**src/rtl/uart_rx_fifo_if.sv**
```systemverilog
// Byte-stream handshake between the UART receiver, the receive FIFO and its consumer.
// The FIFO takes the slave modport. The environment (receiver plus host side) takes master.
interface uart_rx_fifo_if #(
   parameter int DATA_W = 8
);
   logic              in_vld;
   logic [DATA_W-1:0] in_data;
   logic              in_rdy;
   logic              out_vld;
   logic [DATA_W-1:0] out_data;
   logic              out_rdy;

   modport master (
      output in_vld,
      output in_data,
      output out_rdy,
      input  in_rdy,
      input  out_vld,
      input  out_data
   );

   modport slave (
      input  in_vld,
      input  in_data,
      input  out_rdy,
      output in_rdy,
      output out_vld,
      output out_data
   );
endinterface

```
**src/rtl/uart_rx_fifo.sv**
```systemverilog
// Show-ahead receive FIFO sitting behind the UART receiver.
// Besides buffering, it raises three interrupt sources:
//  - overrun: sticky, set when a byte is dropped because the FIFO is full
//  - threshold: occupancy at or above a programmable level
//  - idle timeout: data is pending and there has been no push or pop for a programmed time
// The receiver is never back-pressured for fullness. It would overwrite its own holding
// register anyway, so a full FIFO drops the byte and records an overrun instead.
module uart_rx_fifo #(
   parameter int DEPTH_LOG2 = 4,
   parameter int DATA_W     = 8
) (
   input  logic                  clk_i,
   input  logic                  rst_n_i,
   input  logic                  cfg_en_i,
   input  logic [DEPTH_LOG2:0]   cfg_thresh_i,
   input  logic [15:0]           cfg_timeout_i,
   input  logic                  clr_i,
   input  logic                  ovr_clr_i,
   uart_rx_fifo_if.slave         bus,
   output logic [DEPTH_LOG2:0]   level_o,
   output logic                  empty_o,
   output logic                  full_o,
   output logic                  overrun_o,
   output logic                  irq_thresh_o,
   output logic                  irq_timeout_o
);

   localparam int                     DEPTH      = 1 << DEPTH_LOG2;
   localparam logic [DEPTH_LOG2:0]    LEVEL_FULL = (DEPTH_LOG2 + 1)'(DEPTH);
   localparam logic [DEPTH_LOG2:0]    LEVEL_ONE  = (DEPTH_LOG2 + 1)'(1);
   localparam logic [DEPTH_LOG2-1:0]  PTR_ONE    = DEPTH_LOG2'(1);
   localparam logic [15:0]            TIMER_MAX  = 16'hFFFF;

   // Storage and state registers
   logic [DATA_W-1:0]     mem_q [DEPTH];
   logic [DEPTH_LOG2-1:0] wr_ptr_q, wr_ptr_d;
   logic [DEPTH_LOG2-1:0] rd_ptr_q, rd_ptr_d;
   logic [DEPTH_LOG2:0]   level_q, level_d;
   logic [15:0]           timer_q, timer_d;
   logic                  overrun_q, overrun_d;
   logic                  irq_timeout_q, irq_timeout_d;

   // Per-cycle events
   logic flush;
   logic push;
   logic pop;
   logic wr_en;
   logic drop;
   logic is_empty;
   logic is_full;

   // Event decoding. A disabled block behaves as a flush held every cycle.
   // A pop frees a slot in the same cycle, so a full FIFO still accepts a
   // push that coincides with a pop.
   always_comb begin
      is_empty = (level_q == '0);
      is_full  = (level_q == LEVEL_FULL);
      flush    = clr_i | ~cfg_en_i;
      push     = bus.in_vld & cfg_en_i & ~clr_i;
      pop      = ~is_empty & bus.out_rdy & ~flush;
      wr_en    = push & (~is_full | pop);
      drop     = push & is_full & ~pop;
   end

   // Pointer and occupancy update. Level is its own counter, so the
   // pointers only need to wrap modulo DEPTH.
   always_comb begin
      wr_ptr_d = wr_ptr_q;
      rd_ptr_d = rd_ptr_q;
      level_d  = level_q;
      if (flush) begin
         wr_ptr_d = '0;
         rd_ptr_d = '0;
         level_d  = '0;
      end else begin
         if (wr_en) begin
            wr_ptr_d = wr_ptr_q + PTR_ONE;
         end
         if (pop) begin
            rd_ptr_d = rd_ptr_q + PTR_ONE;
         end
         if (wr_en && !pop) begin
            level_d = level_q + LEVEL_ONE;
         end else if (pop && !wr_en) begin
            level_d = level_q - LEVEL_ONE;
         end
      end
   end

   // Idle timer: counts cycles with data pending and no traffic, and saturates at the top.
   always_comb begin
      timer_d = timer_q;
      if (flush || push || pop || is_empty) begin
         timer_d = '0;
      end else if (timer_q != TIMER_MAX) begin
         timer_d = timer_q + 16'd1;
      end
   end

   // Timeout flag: raised on the cycle the timer reaches its limit, then held until traffic or a flush.
   always_comb begin
      irq_timeout_d = irq_timeout_q;
      if (flush || push || pop) begin
         irq_timeout_d = 1'b0;
      end else if (cfg_timeout_i != '0 && !is_empty &&
                   timer_q == cfg_timeout_i - 16'd1) begin
         irq_timeout_d = 1'b1;
      end
   end

   // Sticky overrun. A new drop beats a simultaneous clear. A plain flush leaves it alone, but disabling the block clears it.
   always_comb begin
      overrun_d = overrun_q;
      if (!cfg_en_i) begin
         overrun_d = 1'b0;
      end else if (drop) begin
         overrun_d = 1'b1;
      end else if (ovr_clr_i) begin
         overrun_d = 1'b0;
      end
   end

   // Control state registers, all cleared by the asynchronous reset
   always_ff @(posedge clk_i or negedge rst_n_i) begin
      if (!rst_n_i) begin
         wr_ptr_q      <= '0;
         rd_ptr_q      <= '0;
         level_q       <= '0;
         timer_q       <= '0;
         overrun_q     <= 1'b0;
         irq_timeout_q <= 1'b0;
      end else begin
         wr_ptr_q      <= wr_ptr_d;
         rd_ptr_q      <= rd_ptr_d;
         level_q       <= level_d;
         timer_q       <= timer_d;
         overrun_q     <= overrun_d;
         irq_timeout_q <= irq_timeout_d;
      end
   end

   // Byte storage. It has no reset because its contents only matter below the level count.
   always_ff @(posedge clk_i) begin
      if (wr_en) begin
         mem_q[wr_ptr_q] <= bus.in_data;
      end
   end

   // Output mapping. Threshold is combinational so a threshold change is seen at once.
   always_comb begin
      bus.in_rdy    = cfg_en_i;
      bus.out_vld   = ~is_empty;
      bus.out_data  = mem_q[rd_ptr_q];
      level_o       = level_q;
      empty_o       = is_empty;
      full_o        = is_full;
      overrun_o     = overrun_q;
      irq_timeout_o = irq_timeout_q;
      irq_thresh_o  = (cfg_thresh_i != '0) && (level_q >= cfg_thresh_i);
   end

endmodule
```
**src/flat_wrapper.sv**
```systemverilog
// flat-port wrapper written by rule: the top's interface ports become plain ports
module uart_rx_fifo_flat 
#(
   parameter int DEPTH_LOG2 = 4,
   parameter int DATA_W     = 8
)
  (clk_i, rst_n_i, cfg_en_i, cfg_thresh_i, cfg_timeout_i, clr_i, ovr_clr_i, level_o, empty_o, full_o, overrun_o, irq_thresh_o, irq_timeout_o, bus_in_vld, bus_in_data, bus_out_rdy, bus_in_rdy, bus_out_vld, bus_out_data);
  uart_rx_fifo_if #(.DATA_W(DATA_W)) bus_i ();
  input  logic clk_i;
  input  logic rst_n_i;
  input  logic cfg_en_i;
  input  logic [DEPTH_LOG2:0] cfg_thresh_i;
  input  logic [15:0] cfg_timeout_i;
  input  logic clr_i;
  input  logic ovr_clr_i;
  output logic [DEPTH_LOG2:0] level_o;
  output logic empty_o;
  output logic full_o;
  output logic overrun_o;
  output logic irq_thresh_o;
  output logic irq_timeout_o;
  input wire logic [$bits(bus_i.in_vld)-1:0] bus_in_vld;
  input wire logic [$bits(bus_i.in_data)-1:0] bus_in_data;
  input wire logic [$bits(bus_i.out_rdy)-1:0] bus_out_rdy;
  output wire logic [$bits(bus_i.in_rdy)-1:0] bus_in_rdy;
  output wire logic [$bits(bus_i.out_vld)-1:0] bus_out_vld;
  output wire logic [$bits(bus_i.out_data)-1:0] bus_out_data;
  assign bus_i.in_vld = bus_in_vld;
  assign bus_i.in_data = bus_in_data;
  assign bus_i.out_rdy = bus_out_rdy;
  assign bus_in_rdy = bus_i.in_rdy;
  assign bus_out_vld = bus_i.out_vld;
  assign bus_out_data = bus_i.out_data;
  uart_rx_fifo #(.DEPTH_LOG2(DEPTH_LOG2), .DATA_W(DATA_W)) u_core (.clk_i(clk_i), .rst_n_i(rst_n_i), .cfg_en_i(cfg_en_i), .cfg_thresh_i(cfg_thresh_i), .cfg_timeout_i(cfg_timeout_i), .clr_i(clr_i), .ovr_clr_i(ovr_clr_i), .bus(bus_i), .level_o(level_o), .empty_o(empty_o), .full_o(full_o), .overrun_o(overrun_o), .irq_thresh_o(irq_thresh_o), .irq_timeout_o(irq_timeout_o));
endmodule
```
**config.mk**
```make
export PLATFORM = sky130hd
export DESIGN_NAME = uart_rx_fifo_flat
export DESIGN_NICKNAME = d
export VERILOG_FILES = /design/src/rtl/uart_rx_fifo_if.sv /design/src/rtl/uart_rx_fifo.sv /design/src/flat_wrapper.sv
export SDC_FILE = /design/constraint.sdc
export NUM_CORES = 1
export LEC_CHECK = 0
export BUFFER_PORTS_ARGS = -buffer_cell sky130_fd_sc_hd__buf_2
export CAP_MARGIN = 5
export CELL_PAD_IN_SITES_DETAIL_PLACEMENT = 0
export CELL_PAD_IN_SITES_GLOBAL_PLACEMENT = 2
export CORE_AREA = 2 2 157 143
export CTS_CLUSTER_DIAMETER = 80
export CTS_CLUSTER_SIZE = 30
export DETAILED_ROUTE_END_ITERATION = 12
export DIE_AREA = 0 0 159 145
export PLACE_DENSITY = 0.76
export SLEW_MARGIN = 20
export SYNTH_ARGS = -nofsm -noshare
export SYNTH_HDL_FRONTEND = slang
export SYNTH_SLANG_ARGS = --single-unit
```
**constraint.sdc**
```tcl
create_clock -name clk_i -period 4.1 [get_ports clk_i]
set_clock_uncertainty 0.1 [all_clocks]
set_input_delay 0.205 -clock clk_i [delete_from_list [all_inputs] [get_ports clk_i]]
set_output_delay 0.205 -clock clk_i [all_outputs]
set_load 0.05 [all_outputs]
```
Yosys cells after proc, flatten, opt, wreduce, memory -nomap -nowiden

Memories as Yosys holds them, arrays and structs flattened.
Cells that the tools add are included.

Add/sub/neg operators: 6
$lt $le $gt $ge: 1
Equality and inequality tests: 4
Mux-type cells: 16
Bitwise logic cells: 15
Reductions and logical operators: 19

Operators by type and width:

| cell                    | number |
|---|---|
| $mux W16                | 2 |
| $add A16 B1 Y16 const B | 1 |
| $eq A16 B16 Y1          | 1 |
| $mux W4                 | 4 |
| $ne A16 B16 Y1 const B  | 1 |
| $reduce_bool A16 Y1     | 1 |
| $sub A16 B1 Y16 const B | 1 |
| $mux W5                 | 3 |
| $add A4 B1 Y4 const B   | 2 |
| $reduce_bool A2 Y1      | 4 |
| $and A1 B1 Y1           | 7 |
| $mux W1                 | 7 |
| $not A1 Y1              | 6 |
| $add A5 B1 Y5 const B   | 1 |
| $eq A5 B5 Y1 const B    | 1 |
| $ge A5 B5 Y1            | 1 |
| $logic_and A1 B1 Y1     | 5 |
| $logic_not A5 Y1        | 1 |
| $reduce_bool A5 Y1      | 1 |
| $sub A5 B1 Y5 const B   | 1 |
| $logic_not A1 Y1        | 3 |
| $logic_or A1 B1 Y1      | 3 |
| $ne A3 B1 Y1 const B    | 1 |
| $reduce_bool A3 Y1      | 1 |
| $or A1 B1 Y1            | 2 |

Flip-flop bits (word level): 31
RAM bits: 128
Input port bits: 36
Output and inout port bits: 20
Word-level logic and storage cells: 68
Memories: 1

Memory list:

| name         | depth | bits a word | rd ports | clocked after Yosys merged registers in | wr ports | RTL line           | text |
|---|---|---|---|---|---|---|---|
| u_core.mem_q | 16    | 8           | 1        | 0                                       | 1        | uart_rx_fifo.sv:35 | `logic [DATA_W-1:0] mem_q [DEPTH];` |

Logic depth before layout (Yosys ltp)

Gate-level depths: netlist (run 1).

Depth in word-level cells: 11
Mapped depth: 14
Depth with buffers taken out: 13

Worst setup path before layout (run 1)

OpenSTA, ideal clock, no wires.

Kind: reg2reg
Start point: register u_core.level_q[1], in the netlist u_core.level_o[1]
End point: register u_core.level_q[4], in the netlist u_core.level_o[4]
Library setup time: 78 ps
Arrival: 3660 ps
Data required time: 3922 ps
Slack: 263 ps
Stages on the path, launching flop included: 14
Path buffers: 1
Clock period less this slack: 3837 ps
Cell sequence: dfrtp_1 or3_1 or3_1 clkbuf_1 and2_0 nand2b_1 ha_1 inv_1 fa_1 a21o_1 a21oi_1 xnor2_1 or3_1 a21oi_1

Cells in the longest elaborated chain, start to end: 9
Elaborated cells between the ends (all ways): 18
Classes of those cells: 2 x add/sub; 1 x eq/ne; 3 x mux; 6 x bitwise; 6 x reduce/logical

RTL lines:

| item                                                    | RTL line                               | text |
|---|---|---|
| start, declared                                         | uart_rx_fifo.sv:38                     | `logic [DEPTH_LOG2:0] level_q, level_d;` |
| start signal, assigned                                  | uart_rx_fifo.sv:135                    | `level_q <= level_d;` |
| $logic_not A5 Y1 (*)                                    | uart_rx_fifo.sv:56                     | `is_empty = (level_q == '0);` |
| $not A1 Y1 (*)                                          | n/a                                    |  |
| named net bus_out_vld                                   | flat_wrapper.sv:26                     | `output wire logic [$bits(bus_i.out_vld)-1:0] bus_out_vld;` |
| $and A1 B1 Y1 (*) (2 in series)                         | uart_rx_fifo.sv:60                     | `pop = ~is_empty & bus.out_rdy & ~flush;` |
| $or A1 B1 Y1                                            | uart_rx_fifo.sv:61                     | `wr_en = push & (~is_full \| pop);` |
| $and A1 B1 Y1                                           | uart_rx_fifo.sv:61                     |  |
| $logic_and A1 B1 Y1 or $logic_not A1 Y1 (tied branches) | uart_rx_fifo.sv:82, uart_rx_fifo.sv:84 |  |
| $mux W5 or $logic_and A1 B1 Y1 (tied branches)          | uart_rx_fifo.sv:82, uart_rx_fifo.sv:84 |  |
| $mux W5 or $reduce_bool A3 Y1 (tied branches)           | n/a                                    |  |

The timed path passes the listed nets; every way through them passes the cells marked *. The select of a mux whose other input is x is not followed.
A chain may end at the register's enable or synchronous reset.

Worst setup path after layout (run 1)

Start point: register u_core.level_q[1], in the netlist u_core.level_o[1]
End point: register u_core.level_q[4], in the netlist u_core.level_o[4]

Cells in the longest elaborated chain, start to end: 9
Elaborated cells between the ends (all ways): 18
Classes of those cells: 2 x add/sub; 1 x eq/ne; 3 x mux; 6 x bitwise; 6 x reduce/logical

RTL lines:

| item                                                    | RTL line |
|---|---|
| $logic_not A5 Y1                                        | uart_rx_fifo.sv:56 |
| $not A1 Y1                                              | uart_rx_fifo.sv:60 |
| $and A1 B1 Y1 (2 in series)                             | uart_rx_fifo.sv:60 |
| $or A1 B1 Y1                                            | uart_rx_fifo.sv:61 |
| $and A1 B1 Y1                                           | uart_rx_fifo.sv:61 |
| $logic_and A1 B1 Y1 or $logic_not A1 Y1 (tied branches) | uart_rx_fifo.sv:82, uart_rx_fifo.sv:84 |
| $mux W5 or $logic_and A1 B1 Y1 (tied branches)          | uart_rx_fifo.sv:82, uart_rx_fifo.sv:84 |
| $mux W5 or $reduce_bool A3 Y1 (tied branches)           | n/a |

Parallel ways exist; a longest one is shown, timed or not. The select of a mux whose other input is x is not followed.

==> results of run 1 <==
how the worst min path moves through the flow:
stage                    from                   end  slack, ps  cells after the start
2_1_floorplan         rst_n_i  u_core.irq_timeout_o       -190                      0
3_3_place_gp          rst_n_i     u_core.timer_q[6]        210                      1
4_1_cts           bus_out_rdy    u_core.rd_ptr_q[1]         30                      4
3_5_place_dp          rst_n_i     u_core.timer_q[6]        220                      1
5_1_grt        bus_in_data[3]    u_core.mem_q[8][3]         70                      1
6_report          bus_out_rdy    u_core.rd_ptr_q[1]         50                      4
sequential cells by signal (all words and copies together) (netlist names):
| signal | count |
|---|---|
| u_core.irq_timeout_o | 1 |
| u_core.level_o | 5 |
| u_core.mem_q | 128 |
| u_core.overrun_o | 1 |
| u_core.rd_ptr_q | 4 |
| u_core.timer_q | 16 |
| u_core.wr_ptr_q | 4 |
tightest hold or removal path: stages:
cell and delay, ps:
buf_2 120, nand2_1 80, nand2_1 70, a21oi_1 60
logic make-up after synthesis:
logic type / count (synthesis)
buffers and inverters: 37
AO/OA/AOI/OAI: 88
adder cells (fa/ha/maj): 19
XOR/XNOR: 38
multiplexers: 51
AND/OR/NAND/NOR: 147
flip-flops: 159
stage by stage:
step	instances	hold WS, ps	worst slack [ps]	util (%)	instance area [sq um]
CTS	902	29.49	586.4	40.09	8596
detailed placement	867	219.5	613.9	37.21	7979
finish	902	45.55	605.0	40.09	8596
global placement	867	212.3	678.1	37.20	7976
global route	902	66.68	330.4	40.09	8596
floorplan	539	-190.6	262.7	-	7398
layer usage:
| layer | wire length, microns | track usage, % | vias to the layer above |
|---|---|---|---|
| li1 | - | - | 2159 |
| met1 | 7948 | 20.77 | 2327 |
| met3 | 737 | 3.631 | 12 |
| met5 | 0 | 0 | - |
| met2 | 7739 | 23.35 | 118 |
| met4 | 201 | 3.864 | 0 |
power by group through the flow:
| stage | logic [mW] | clock network, mW | registers, mW |
|---|---|---|---|
| finish | 0.199 | 1.57 | 1.76 |
| global route | 0.219 | 1.67 | 1.76 |
| CTS | 0.202 | 1.60 | 1.76 |
| detailed placement | 0.199 | 0 | 1.79 |
| global placement | 0.197 | 0 | 1.79 |
| floorplan | 0.119 | 0 | 1.79 |
synthesized netlist by cell type (2+ instances only):
cell	count	area share, %
a21oi_1	21	1.4
a21o_1	4	0.41
dfrtp_1	31	10
buf_2	2	0.14
o31ai_1	5	0.51
or4_4	2	0.30
nand3b_1	3	0.30
buf_1	2	0.10
nand4_1	6	0.51
edfxtp_1	128	52
a31oi_1	2	0.17
mux4_2	16	4.9
a221oi_1	8	0.95
inv_1	14	0.71
and2_1	20	1.7
nor2_1	36	1.8
o21ai_0	31	2.1
clkbuf_1	17	0.86
nor2b_1	4	0.34
mux2_2	8	1.2
ha_1	18	3.0
a22oi_1	8	0.81
mux2i_1	27	3.7
or4_1	2	0.20
nor3_1	12	0.81
xnor2_1	17	2.0
nand2b_1	7	0.59
nand3_1	9	0.61
or3_1	8	0.68
nand2_1	25	1.3
nor4b_1	2	0.24
xor2_1	21	2.5
nor4_1	5	0.42
layout make-up:
cell class              count  area [sq um]
clock buffers              18         429.2
clock inverters            14         157.7
fillers                  2044         12840
inverters                  14         52.55
multi-input cells         343          2629
flip-flops and latches    159          4621
well taps                 291         364.1
repair buffers             63         342.8
repair_timing:
action / CTS / global route
buffers inserted: 0 / 0
hold endpoints to repair: 32 / 0
hold buffers: 3 / 0
==> results.toml, run 1 <==
[status]
outcome = "complete, no violations"

[placed_design]
gp_congestion = 0.8414
io_buffers = 55
dp_hpwl_microns = 11370

[layout]
area_growth_pct = 16.18
drive_above_1_share_pct = 19.97
final_cell_mix = "edfxtp_1 (128), buf_2 (55), nor2_1 (36)"
final_common_cell = "edfxtp_1"
antenna_cells = 0
fin_nets = 653

[run]
maxCapViolCount = 0

[critical_path]
worst_setup_path_end_kind = "flip-flop"
regToRegSetupSlack_ps = 610
critPathTopFamily = "simple AND/OR/NAND/NOR gates"
crit_end = "u_core.level_o[4]"
cpMostUsedCell = "or3_1"
crit_path_start_kind = "flip-flop"
crit_buf_inv = 1
path_cells = "or3_1 > or3_1 > and2_0 > nand2b_1 > ha_1 > inv_1 > fa_1 > a21o_1 > a21oi_1 > xnor2_1 > or3_1 > a21oi_1"
slowest_delay_ps = 460
reg2reg_to = "u_core.level_o[4]"
worstRegToRegCells = 12
cp-startpoint = "u_core.level_o[1]"
slowest_stage = "or3_1"
arrival_ps = 3740
cp_max_fo = 6
setup.worst_path.class = "flip-flop to flip-flop"
crit_cells = 12
r2r-start = "u_core.level_o[1]"
cp.required_ps = 4350

[clock_tree]
clk_pin_slew_ps = 60
clock-sinks = 159
cts_made_buffers = 17
cts.repair.resized = 0
htreeDepth = 4
insertion_delay_ps = 420
cts_tree = "built"
clockBufferDepth = 2
cts_root_buf = "clkbuf_16"

[grt]
grt.total_usage_pct = 14.89
antenna_found_initial = 0
grt_max_degree = 32
grt_pass1_vias = 4607
globalRouteOverflowTotal = 0
grt_pass1_wl_microns = 26470

[floorplan]
die_w_microns = 159
die_area_sq_um = 23060
start_util_pct = 34.51
rows = 51
coreArea_sq_um = 21440
num_io_pins = 56
dieHeight_microns = 145

[sta]
grt_setup_unrepaired = "no"
fin_crit_sh_pct = 85.24
final-max-slew-violation-count = 0
fin_crit_ps = 3495
relSlewSlack_pct = 33.35
worst_slew_pin_slew_ps = 990.7
setup_viol = 0
max_freq_mhz = 286.1
tns_ps = 0
hold_viol_final = 0

[synth]
synth_top_family_by_area = "simple AND/OR/NAND/NOR gates"
yosysSeqAreaShare_pct = 62.44
async_flop_share_pct = 19.50
muxShareOfSynthArea_pct = 9.741
synth_seq_cells = 159
synth_edf_count = 128
synth_xor_area_share_pct = 4.499
yosys.area_share.simple_pct = 10.47
avgSynthCellArea_sq_um = 13.73
synth_fa_ha_area_share_pct = 3.315
syn_inst = 539
synthesis.area_sq_um = 7398
synthFlopType = "edfxtp_1"
ys_warn_count = 0
synth_nets = 594
synth_compound_area_share_pct = 7.475
ys_types = 51

[drt]
drc = 0
dr.pass1.iters = 6
drt.antenna.violating_nets = 0
vias = 4616
drtIter0Drc = 361
routedWlPerCell_microns = 18.43
wirelength_microns = 16630
viasPerCell = 5.118

[hold_path]
min_path_type = "input port to flip-flop"

[power]
leakagePower_nw = 3.037
p_seq_share_pct = 49.8
ir_worst_vdd_mv = 0.2568
p_sw_share_pct = 22.71
pwr-share-clk_pct = 44.6
comb_power_share_pct = 5.6
p_int_mw = 2.730
power_mw = 3.533
switching_power_uw = 802.4
power_density_nw_per_um2 = 411.0
No activity file was read; power rests on OpenSTA's default activity.
==> inputs of run 2 (changes only) <==
--- a/config.mk
+++ b/config.mk
@@ -14,7 +14,7 @@
 export CTS_CLUSTER_SIZE = 30
 export DETAILED_ROUTE_END_ITERATION = 12
 export DIE_AREA = 0 0 159 145
-export PLACE_DENSITY = 0.76
+export PLACE_DENSITY = 0.78
 export SLEW_MARGIN = 20
 export SYNTH_ARGS = -nofsm -noshare
 export SYNTH_HDL_FRONTEND = slang
==> constraint.sdc (replaced) <==
create_clock -name clk_i -period 3.2 [get_ports clk_i]
set_clock_uncertainty 0.1 [all_clocks]
set_input_delay 0.16 -clock clk_i [delete_from_list [all_inputs] [get_ports clk_i]]
set_output_delay 0.16 -clock clk_i [all_outputs]
set_load 0.05 [all_outputs]
==> results.toml, run 2 (same netlist as run 1, synthesis figures left out) <==
[drt]
drt.antenna.violating_nets = 0
viasPerCell = 5.007
drc = 0
drtIter0Drc = 262
wirelength_microns = 16120
routedWlPerCell_microns = 17.77
vias = 4541
dr.pass1.iters = 4

[critical_path]
crit_buf_inv = 1
arrival_ps = 3330
worst_setup_path_end_kind = "flip-flop"
slowest_delay_ps = 440
path_cells = "or3_4 > or3_1 > and2_4 > nand2b_1 > ha_2 > inv_2 > fa_2 > a21o_1 > a21oi_2 > xnor2_1 > or3_1 > a21oi_1"
slowest_stage = "dfrtp_2"
cpMostUsedCell = "or3_1"
cp.required_ps = 3450
crit_path_start_kind = "flip-flop"
cp_max_fo = 5
critPathTopFamily = "simple AND/OR/NAND/NOR gates"
setup.worst_path.class = "flip-flop to flip-flop"

[placed_design]
io_buffers = 55
dp_hpwl_microns = 11150
gp_congestion = 0.8039

[grt]
grt_max_degree = 49
globalRouteOverflowTotal = 0
antenna_found_initial = 0
grt.total_usage_pct = 14.17
grt_pass1_vias = 4453
grt_pass1_wl_microns = 25040

[sta]
hold_viol_final = 0
setup_viol = 0
fin_crit_ps = 3088
max_freq_mhz = 323.8
relSlewSlack_pct = 50.29
final-max-slew-violation-count = 0
worst_slew_pin_slew_ps = 745.7
fin_crit_sh_pct = 96.51

[power]
leakagePower_nw = 3.054
ir_worst_vdd_mv = 0.3157
power_density_nw_per_um2 = 521.8
power_mw = 4.521

[status]
outcome = "complete, no violations"

[layout]
drive_above_1_share_pct = 21.92
regArea_sq_um = 4624
multi_input_area_sq_um = 2643
largest_reg_flops = 128
fin_nets = 658
fillerInstances = 2035
final_util_pct = 40.41
largest-register = "u_core.mem_q"
final_cell_mix = "edfxtp_1 (128), buf_2 (55), nor2_1 (36)"
antenna_cells = 0
area_growth_pct = 17.10
final_common_cell = "edfxtp_1"

[clock_tree]
clockBufferDepth = 2
insertion_delay_ps = 420
htreeDepth = 4
cts_made_buffers = 17
cts_tree = "built"
clk_pin_slew_ps = 70
clock-sinks = 159
cts_root_buf = "clkbuf_16"

[floorplan]
num_io_pins = 56
dieHeight_microns = 145
coreArea_sq_um = 21440
die_area_sq_um = 23060
start_util_pct = 34.51
rows = 51
die_w_microns = 159

[hold_path]
min_path_type = "input port to flip-flop"

[run]
maxCapViolCount = 0
-- run 2: path summary, 6_finish.rpt --
path                                         from                  to  slack [ps]  cells past startpoint
worst max-delay path            u_core.level_o[2]   u_core.level_o[4]         110                     12
worst min-delay path                  bus_out_rdy  u_core.rd_ptr_q[1]          30                      4
worst max register to register  u_core.level_o[2]   u_core.level_o[4]         110                     12
worst min register to register  u_core.level_o[2]   u_core.level_o[2]         490                      2
max in group asynchronous                 rst_n_i  u_core.rd_ptr_q[0]        2240                      2
min in group asynchronous                 rst_n_i   u_core.timer_q[4]         240                      2
-- run 2: final cells by class --
cell class              instances  area share [%]
inverters                      14          0.6066
clock buffers                  19           4.997
repair buffers                 68           4.535
clock inverters                13           1.776
flip-flops and latches        159           53.38
well taps                     291           4.203
multi-input cells             343           30.50
-- run 2: layer usage --
metal  GRT usage [%]  wire [microns]  vias up
li1                -               -     2173
met1           19.33            7559     2259
met2           22.74            7770       95
met3           3.288             588       14
met4           4.000             199        0
met5               0               0        -
-- run 2: timing repair --
| item | in CTS | in global routing |
|---|---|---|
| hold buffers | 3 | 0 |
| gates resized for setup | 0 | 0 |
| setup endpoints to repair | 0 | 1 |
| buffers inserted | 0 | 2 |
| hold endpoints to repair | 32 | 0 |
-- run 2: worst min-delay path: cells and delay by family --
family | cells | cell delay (ps)
AO/OA/AOI/OAI | 1 | 60
buffers and inverters | 1 | 120
AND/OR/NAND/NOR | 2 | 160
-- run 2: through the flow --
| step | std cells | hold WS [ps] | cell area [sq um] | TNS (ps) | worst slack (ps) |
|---|---|---|---|---|---|
| 2_1_floorplan | 539 | -235.6 | 7428 | -65.19 | -65.19 |
| 3_3_place_gp | 870 | 162.1 | 8031 | 0 | 154.3 |
| 3_5_place_dp | 870 | 170.6 | 8031 | 0 | 136.0 |
| 4_1_cts | 905 | 9.170 | 8648 | 0 | 114.0 |
| 5_1_grt | 907 | 13.40 | 8663 | -35.27 | -35.27 |
| 6_report | 907 | 28.22 | 8663 | 0 | 111.8 |
-- run 2: report_power, final --
part           total (mW)  switching (mW)  internal (mW)
registers            2.25         0.00624           2.24
logic               0.267           0.171         0.0962
clock network        2.00           0.836           1.17
total                4.52            1.01           3.51
